--- src/rtl/newhope_prng_pkg.sv ---
// -----------------------------------------------------------------------------
// newhope_prng_pkg
//   Shared constants, FSM state encoding and seed-fold helpers for the Trivium
//   keystream generator that sits directly upstream of the seed expander.
//
//   Contents:
//     TRIV_STATE_W / TRIV_KEY_W / TRIV_IV_W  Trivium register, key and IV widths
//     WARMUP_ROUNDS / BLOCK_W                warm-up length and keystream block size
//     SEED_W                                 width of the consumer-supplied seed
//     prng_state_e                           FSM states (encodings as localparams)
//     triv_seed_t, fold_seed(), triv_load()  seed -> key/IV -> initial state
// -----------------------------------------------------------------------------
package newhope_prng_pkg;

    localparam int TRIV_STATE_W  = 288;
    localparam int TRIV_KEY_W    = 80;
    localparam int TRIV_IV_W     = 80;
    localparam int WARMUP_ROUNDS = 1152;
    localparam int BLOCK_W       = 128;
    localparam int SEED_W        = 256;

    localparam logic [1:0] ST_UNSEEDED_ENC = 2'd0;
    localparam logic [1:0] ST_WARMUP_ENC   = 2'd1;
    localparam logic [1:0] ST_GEN_ENC      = 2'd2;
    localparam logic [1:0] ST_VALID_ENC    = 2'd3;

    typedef enum logic [1:0] {
        ST_UNSEEDED = ST_UNSEEDED_ENC,
        ST_WARMUP   = ST_WARMUP_ENC,
        ST_GEN      = ST_GEN_ENC,
        ST_VALID    = ST_VALID_ENC
    } prng_state_e;

    typedef struct packed {
        logic [TRIV_KEY_W-1:0] key;
        logic [TRIV_IV_W-1:0]  iv;
    } triv_seed_t;

    // The 256-bit seed is compressed into an 80-bit key and an 80-bit IV; the
    // top 16 seed bits only reach the low end of the IV.
    function automatic triv_seed_t fold_seed(input logic [SEED_W-1:0] seed);
        triv_seed_t f;
        f.key = seed[79:0] ^ seed[239:160];
        f.iv  = seed[159:80] ^ {64'b0, seed[255:240]};
        return f;
    endfunction

    // Standard Trivium load with s1 at bit 0: key in s1..s80, IV in s94..s173,
    // s286..s288 set, everything else clear.
    function automatic logic [TRIV_STATE_W-1:0] triv_load(input triv_seed_t ki);
        logic [TRIV_STATE_W-1:0] s;
        s          = '0;
        s[79:0]    = ki.key;
        s[172:93]  = ki.iv;
        s[287:285] = 3'b111;
        return s;
    endfunction

endpackage

--- src/rtl/trivium_prng_if.sv ---
// -----------------------------------------------------------------------------
// trivium_prng_if
//   Reseed handshake plus keystream valid/ready channel between the Trivium
//   generator and the seed expander.
//
//   Signals:
//     seed[255:0]      seed value, sampled on the reseed rising edge
//     reseed           reseed request level, held by the consumer until after ack
//     reseed_ack       one-cycle pulse when warm-up is complete
//     rdi_data[127:0]  current keystream block, stable while rdi_valid=1
//     rdi_valid        block available
//     rdi_ready        consumer pops the block
//
//   Modports:
//     master  the generator (drives ack and the keystream channel)
//     slave   the consumer  (drives seed, reseed and rdi_ready)
// -----------------------------------------------------------------------------
interface trivium_prng_if;
    import newhope_prng_pkg::*;

    logic [SEED_W-1:0]  seed;
    logic               reseed;
    logic               reseed_ack;
    logic [BLOCK_W-1:0] rdi_data;
    logic               rdi_valid;
    logic               rdi_ready;

    modport master (
        input  seed, reseed, rdi_ready,
        output reseed_ack, rdi_data, rdi_valid
    );

    modport slave (
        output seed, reseed, rdi_ready,
        input  reseed_ack, rdi_data, rdi_valid
    );

endinterface

--- src/rtl/trivium_core.sv ---
// -----------------------------------------------------------------------------
// trivium_core
//   Purely combinational W-round Trivium update. Rounds are chained oldest
//   first, so z[0] is the first keystream bit produced this cycle.
//
//   Ports:
//     state_in[287:0]   current Trivium state (bit 0 = s1)
//     state_out[287:0]  state after W rounds
//     z[W-1:0]          keystream bits of those W rounds
// -----------------------------------------------------------------------------
module trivium_core
    import newhope_prng_pkg::*;
#(
    parameter int W = 32
) (
    input  logic [TRIV_STATE_W-1:0] state_in,
    output logic [TRIV_STATE_W-1:0] state_out,
    output logic [W-1:0]            z
);

    logic [TRIV_STATE_W-1:0] s;
    logic                    t1;
    logic                    t2;
    logic                    t3;

    always_comb begin
        // NOTE: every variable gets a value before any branch or loop so the
        // block stays purely combinational and no latch is inferred.
        s  = state_in;
        z  = '0;
        t1 = 1'b0;
        t2 = 1'b0;
        t3 = 1'b0;
        // NOTE: blocking assignments are intentional here; each round must see
        // the state left by the previous round within the same cycle.
        for (int r = 0; r < W; r++) begin
            t1   = s[65]  ^ s[92];
            t2   = s[161] ^ s[176];
            t3   = s[242] ^ s[287];
            z[r] = t1 ^ t2 ^ t3;
            t1   = t1 ^ (s[90]  & s[91])  ^ s[170];
            t2   = t2 ^ (s[174] & s[175]) ^ s[263];
            t3   = t3 ^ (s[285] & s[286]) ^ s[68];
            // One-position shift of all three registers; the feedback bits
            // overwrite the heads s1, s94 and s178 (the old tails s93, s177,
            // s288 fall off).
            s      = {s[286:0], 1'b0};
            s[0]   = t3;
            s[93]  = t1;
            s[177] = t2;
        end
        state_out = s;
    end

endmodule

--- src/rtl/trivium_prng.sv ---
// -----------------------------------------------------------------------------
// trivium_prng
//   Trivium keystream generator. A rising edge on reseed folds the 256-bit seed
//   into key/IV, loads the state and runs the 1152-round warm-up; afterwards
//   128-bit blocks are produced W bits per clock and offered on rdi_*.
//
//   Ports:
//     clk   clock
//     rst   synchronous, active-high reset
//     bus   trivium_prng_if.master (seed/reseed/reseed_ack, rdi_data/valid/ready)
//
//   Parameter W: rounds per clock; 1, 2, 4, 8, 16, 32 or 64 (divides 128, 1152).
// -----------------------------------------------------------------------------
module trivium_prng
    import newhope_prng_pkg::*;
#(
    parameter int W = 32
) (
    input  logic              clk,
    input  logic              rst,
    trivium_prng_if.master    bus
);

    localparam int WARMUP_STEPS = WARMUP_ROUNDS / W;
    localparam int GEN_STEPS    = BLOCK_W / W;
    localparam int CNT_W        = $clog2(WARMUP_STEPS + 1);
    localparam int IDX_W        = $clog2(GEN_STEPS);

    localparam logic [CNT_W-1:0] WARMUP_LAST = CNT_W'(WARMUP_STEPS - 1);
    localparam logic [CNT_W-1:0] GEN_LAST    = CNT_W'(GEN_STEPS - 1);

    prng_state_e             state_q, state_d;
    logic [CNT_W-1:0]        cnt_q, cnt_d;
    logic [TRIV_STATE_W-1:0] triv_q, triv_d;
    logic [TRIV_STATE_W-1:0] core_out;
    logic [W-1:0]            core_z;
    logic [BLOCK_W-1:0]      acc_q, acc_d;
    logic [BLOCK_W-1:0]      block_next;
    logic [BLOCK_W-1:0]      data_q, data_d;
    logic                    valid_q, valid_d;
    logic                    ack_q, ack_d;
    logic                    reseed_q;
    logic                    request;
    logic [IDX_W-1:0]        gen_idx;

    trivium_core #(.W(W)) u_core (
        .state_in  (triv_q),
        .state_out (core_out),
        .z         (core_z)
    );

    // Only the rising edge is a request; the consumer keeps reseed high one
    // cycle past the ack and that must not restart the warm-up.
    assign request = bus.reseed & ~reseed_q;

    // During GEN the step counter selects which W-bit slice of the block the
    // current keystream bits land in; the first generated bit ends up in bit 0.
    assign gen_idx = cnt_q[IDX_W-1:0];

    always_comb begin
        block_next                 = acc_q;
        block_next[gen_idx*W +: W] = core_z;
    end

    always_comb begin
        state_d = state_q;
        cnt_d   = cnt_q;
        triv_d  = triv_q;
        acc_d   = acc_q;
        data_d  = data_q;
        valid_d = valid_q;
        ack_d   = 1'b0;

        unique case (state_q)
            ST_UNSEEDED: begin
                // Idle until the first seed; rdi_ready is ignored.
            end
            ST_WARMUP: begin
                triv_d = core_out;
                cnt_d  = cnt_q + 1'b1;
                if (cnt_q == WARMUP_LAST) begin
                    ack_d   = 1'b1;
                    state_d = ST_GEN;
                    cnt_d   = '0;
                end
            end
            ST_GEN: begin
                triv_d = core_out;
                acc_d  = block_next;
                cnt_d  = cnt_q + 1'b1;
                if (cnt_q == GEN_LAST) begin
                    // rdi_data only changes once the whole block is ready.
                    data_d  = block_next;
                    valid_d = 1'b1;
                    state_d = ST_VALID;
                    cnt_d   = '0;
                end
            end
            ST_VALID: begin
                // Trivium state is frozen until the block is consumed.
                if (bus.rdi_ready) begin
                    valid_d = 1'b0;
                    state_d = ST_GEN;
                end
            end
            default: begin
                state_d = ST_UNSEEDED;
            end
        endcase

        // A reseed edge overrides everything above, including a same-cycle pop
        // and a final warm-up step: the old seed's block and ack are dropped.
        if (request) begin
            triv_d  = triv_load(fold_seed(bus.seed));
            state_d = ST_WARMUP;
            cnt_d   = '0;
            acc_d   = '0;
            valid_d = 1'b0;
            ack_d   = 1'b0;
        end
    end

    always_ff @(posedge clk) begin
        // NOTE: sequential state uses non-blocking assignments only, so every
        // register samples the pre-edge values regardless of statement order.
        if (rst) begin
            state_q  <= ST_UNSEEDED;
            cnt_q    <= '0;
            triv_q   <= '0;
            acc_q    <= '0;
            data_q   <= '0;
            valid_q  <= 1'b0;
            ack_q    <= 1'b0;
            reseed_q <= 1'b0;
        end else begin
            state_q  <= state_d;
            cnt_q    <= cnt_d;
            triv_q   <= triv_d;
            acc_q    <= acc_d;
            data_q   <= data_d;
            valid_q  <= valid_d;
            ack_q    <= ack_d;
            reseed_q <= bus.reseed;
        end
    end

    assign bus.rdi_data   = data_q;
    assign bus.rdi_valid  = valid_q;
    assign bus.reseed_ack = ack_q;

endmodule

--- src/flat_wrapper.sv ---
// flat-port wrapper written by rule: the top's interface ports become plain ports
module trivium_prng_flat import newhope_prng_pkg::*;
#(
    parameter int W = 32
)
  (clk, rst, bus_seed, bus_reseed, bus_rdi_ready, bus_reseed_ack, bus_rdi_data, bus_rdi_valid);
  trivium_prng_if bus_i ();
  input  logic clk;
  input  logic rst;
  input wire logic [$bits(bus_i.seed)-1:0] bus_seed;
  input wire logic [$bits(bus_i.reseed)-1:0] bus_reseed;
  input wire logic [$bits(bus_i.rdi_ready)-1:0] bus_rdi_ready;
  output wire logic [$bits(bus_i.reseed_ack)-1:0] bus_reseed_ack;
  output wire logic [$bits(bus_i.rdi_data)-1:0] bus_rdi_data;
  output wire logic [$bits(bus_i.rdi_valid)-1:0] bus_rdi_valid;
  assign bus_i.seed = bus_seed;
  assign bus_i.reseed = bus_reseed;
  assign bus_i.rdi_ready = bus_rdi_ready;
  assign bus_reseed_ack = bus_i.reseed_ack;
  assign bus_rdi_data = bus_i.rdi_data;
  assign bus_rdi_valid = bus_i.rdi_valid;
  trivium_prng #(.W(W)) u_core (.clk(clk), .rst(rst), .bus(bus_i));
endmodule
--- config.mk ---
export PLATFORM = sky130hd
export DESIGN_NAME = trivium_prng_flat
export DESIGN_NICKNAME = d
export VERILOG_FILES = /design/src/rtl/newhope_prng_pkg.sv /design/src/rtl/trivium_prng_if.sv /design/src/rtl/trivium_core.sv /design/src/rtl/trivium_prng.sv /design/src/flat_wrapper.sv
export SDC_FILE = /design/constraint.sdc
export NUM_CORES = 1
export LEC_CHECK = 0
export CELL_PAD_IN_SITES_DETAIL_PLACEMENT = 1
export CELL_PAD_IN_SITES_GLOBAL_PLACEMENT = 2
export CORE_ASPECT_RATIO = 2
export CORE_MARGIN = 10
export CORE_UTILIZATION = 35
export CTS_BUF_LIST = sky130_fd_sc_hd__clkbuf_16
export DETAILED_ROUTE_END_ITERATION = 16
export HOLD_SLACK_MARGIN = 0.02
export PLACE_DENSITY_LB_ADDON = 0.1
export SYNTH_ARGS = -nofsm -noshare
export SYNTH_HDL_FRONTEND = slang
export SYNTH_SLANG_ARGS = --single-unit
--- constraint.sdc ---
create_clock -name clk -period 2.7 [get_ports clk]
set_input_delay 0.675 -clock clk [delete_from_list [all_inputs] [get_ports clk]]
set_output_delay 0.675 -clock clk [all_outputs]
set_load 0.02 [all_outputs]
==> impl_metrics.csv <==
group,metric,value,unit
outcome,status,"completed",
sta,holdWs,0.454,ns
critical_path,end_kind,"flip-flop",
worst_hold_path,hold_path.class,"in -> reg",
clocking,cts_tree,"built",
power,intPower,0.0150,W
floorplanning,rows,143,
clocking,cts_buffers,53,
critical_path,r2r_slack,0.08,ns
clocking,cts-root-buf,"clkbuf_16",
power,p_per_area,643,nW/um^2
critical_path,critical_path_required,3.19,ns
yosys,ys_warn_count,0,
sta,slew_viol_final,0,
sta,rsz0062_at_grt,"no",
placed_design,place_congestion,0.940,
floorplanning,die_width,216,microns
critical_path,timing_worst_setup_path_type,"reg -> reg",
power,swShare,32.1,%
route,ant_nets,0,
layout,layout.nets,3405,
critical_path,crit_fanout,8,
placed_design,dp_cells,4095,
power,power_frac_comb,24.3,%
yosys,seq_area_frac_synth,41.2,%
critical_path,crit_arrival,3.11,ns
placed_design,place_hpwl,87500,microns
route,vias,22300,
yosys,synth-edff-count,0,
route,via_per_inst,5.33,
floorplanning,start_util,35.3,%
clocking,clkSlewWorstSetupHoldPaths,0.07,ns
route,routed_wl,115000,microns
yosys,ys_ff_latch,555,
yosys,syn_area_per_cell,9.71,sq um
sta,maxClockFrequency,382,MHz
global_routing,grt_pass1_vias,24100,
run,drv_cap,0,
layout,insertedDiodeCount,0,
power,p_seq_share,40.8,%
layout,fin_util,45.0,%
power,p_sw,0.00708,W
floorplanning,die_h,412,microns
sta,post-route-period-util,97.0,%
sta,hold_violations,0,
clocking,cts_buffer_depth,3,
global_routing,grt_max_degree,132,
yosys,yosysUniqueCellTypes,45,
clocking,clkLatencyLatePin,0.63,ns
route,drc,0,
yosys,synth_fp_nets,3043,
yosys,ys.flop_type,"dfxtp_1",
clocking,cts_sinks,555,
route,post_drt_wl_per_cell,27.4,microns
floorplanning,fp.dieArea,89100,sq um
layout,drive_gt1_share,11.8,%
global_routing,grt_remaining_overflow,0,
yosys,syn_inst,2773,
power,worst_ir_drop_vdd,0.488,mV
sta,tightest_slew,1.18,ns
global_routing,antenna_found_initial,1,
layout,n_fill_cell,8511,
route,dr.pass1.iters,5,
layout,multi_input_area,14900,sq um
placed_design,io_buffer_count,389,
clocking,cts_resized,0,
floorplanning,pin_count,390,
clocking,cts_hold_buf,0,
power,p_leak,12.7,nW
yosys,synthArstFlopShare,0,%
sta,min_period,2.62,ns
global_routing,grt_pass1_wl,167000,microns
route,detail_route.iter0.violations,1026,
power,clkPwrFrac,34.9,%
clocking,cts_setup_buffers,0,
layout,regArea,11100,sq um
critical_path,start_kind,"flip-flop",
layout,syn_to_final_growth,27.2,%
sta,maxSlewHeadroom,21.0,%
sta,skew,0.0245,ns
yosys,synth_area,26900,sq um
layout,stdcell_count,4184,
global_routing,grt.total_usage,24.9,%
sta,finalSetupViolCount,0,
floorplanning,fp.coreArea,76200,sq um
clocking,htree_levels,2,
sta,tns,0,ns
stage by stage:
stage	total power [W]	instance area, sq um	setup WS [ns]
2_1_floorplan	0.0121	26900	0.607
3_5_place_dp	0.0144	32600	-0.0722
3_3_place_gp	0.0143	32600	-0.00732
6_report	0.0220	34300	0.0807
4_1_cts	0.0222	34300	0.128
5_1_grt	0.0228	34300	0.0261
state kept, by name, indices dropped and copies added (netlist names):
name and flops:
u_core.acc_q 128, u_core.bus.rdi_data 128, u_core.state_q 2, u_core.bus.reseed_ack 1
u_core.triv_q 288, u_core.reseed_q 1, u_core.cnt_q 6, u_core.bus.rdi_valid 1
layout make-up:
class                   count  area share [%]
multi-input cells        1980            43.4
flip-flops and latches    555            32.4
repair buffers            540            15.5
clock buffers              54            3.94
well taps                1015            3.71
clock inverters            35           0.975
inverters                   5          0.0548
cells in the final DEF, fill, tap and decap left out, types with 32 or more instances in the layout:
cell,instances
clkbuf_16,54
mux2i_1,209
nor2b_1,131
a22o_1,127
a211oi_2,100
and2_1,32
xnor3_1,32
clkdlybuf4s50_1,388
nand2_1,105
a21oi_1,162
xor2_1,122
xnor2_1,200
or2_2,32
buf_4,128
dfxtp_1,555
o311a_1,32
a211oi_1,124
nor3_1,48
nor2_1,381
critical path, stage by stage (launching register included):
cell and delay (ns):
dfxtp_1 0.42, xnor2_1 0.86, xnor3_1 0.80, a21oi_1 0.30, a211oi_2 0.09
power by group through the flow:
stage | clock network, W | registers (W) | logic, W
after floorplan | 0 | 0.00896 | 0.00311
after global placement | 0 | 0.00914 | 0.00520
after detailed placement | 0 | 0.00915 | 0.00529
after CTS | 0.00787 | 0.00897 | 0.00532
after global routing | 0.00814 | 0.00900 | 0.00563
final | 0.00770 | 0.00898 | 0.00536
cell families (layout without fill, tap and decap cells):
logic type                 Yosys count  count (layout)  share of synthesized area [%]
DFF                                555             555                           41.2
muxes                              209             209                           7.77
and+or+nand+nor                    767             767                           13.3
AOI/OAI and AO/OA                  621             621                           18.6
xor gates and xnor gates           373             373                           14.7
adders and majority gates           10              10                          0.464
buffers and inverters              238             634                           3.99
synthesized netlist by cell type (3+ instances only):
library cell | number | area [sq um]
xor3_1 | 16 | 380
nor2_1 | 383 | 1440
xor2_1 | 122 | 1070
nand3b_1 | 17 | 128
xnor2_1 | 203 | 1780
mux2i_1 | 209 | 2090
ha_1 | 10 | 125
buf_2 | 55 | 275
buf_4 | 3 | 22.5
nand2_1 | 105 | 394
and3_1 | 4 | 25.0
a2111oi_0 | 22 | 193
buf_1 | 13 | 48.8
dfxtp_1 | 555 | 11100
xnor3_1 | 32 | 721
a211oi_2 | 100 | 1250
a21oi_1 | 166 | 831
or2_2 | 32 | 200
o21ai_0 | 18 | 90.1
nor3_1 | 48 | 240
o311a_1 | 32 | 320
a22o_1 | 127 | 1110
inv_1 | 3 | 11.3
a211o_1 | 26 | 228
a211oi_1 | 124 | 931
buf_6 | 12 | 135
nand3_1 | 3 | 15.0
nor2b_1 | 132 | 826
and2_1 | 32 | 200
clkbuf_1 | 149 | 559
final timing paths:
path,start,endpoint,cells after the start
setup / recovery,u_core.triv_q[157]$_SDFFE_PP0P_,u_core.bus.rdi_data[100]$_SDFFE_PP0P_,4
hold / removal,rst,u_core.acc_q[127]$_SDFFE_PP0P_,4
setup reg to reg,u_core.triv_q[157]$_SDFFE_PP0P_,u_core.bus.rdi_data[100]$_SDFFE_PP0P_,4
hold reg to reg,u_core.acc_q[1]$_SDFFE_PP0P_,u_core.acc_q[1]$_SDFFE_PP0P_,1
layer usage:
layer / track usage [%] / share of wire (%) / up-vias
li1: - / - / 10400
met1: 26.9 / 39 / 11100
met3: 4.05 / 4.2 / 206
met4: 17.7 / 8.0 / 2
met2: 43.5 / 49 / 636
met5: 0 / 0.0087 / -
(Power assumes the default switching activity.)
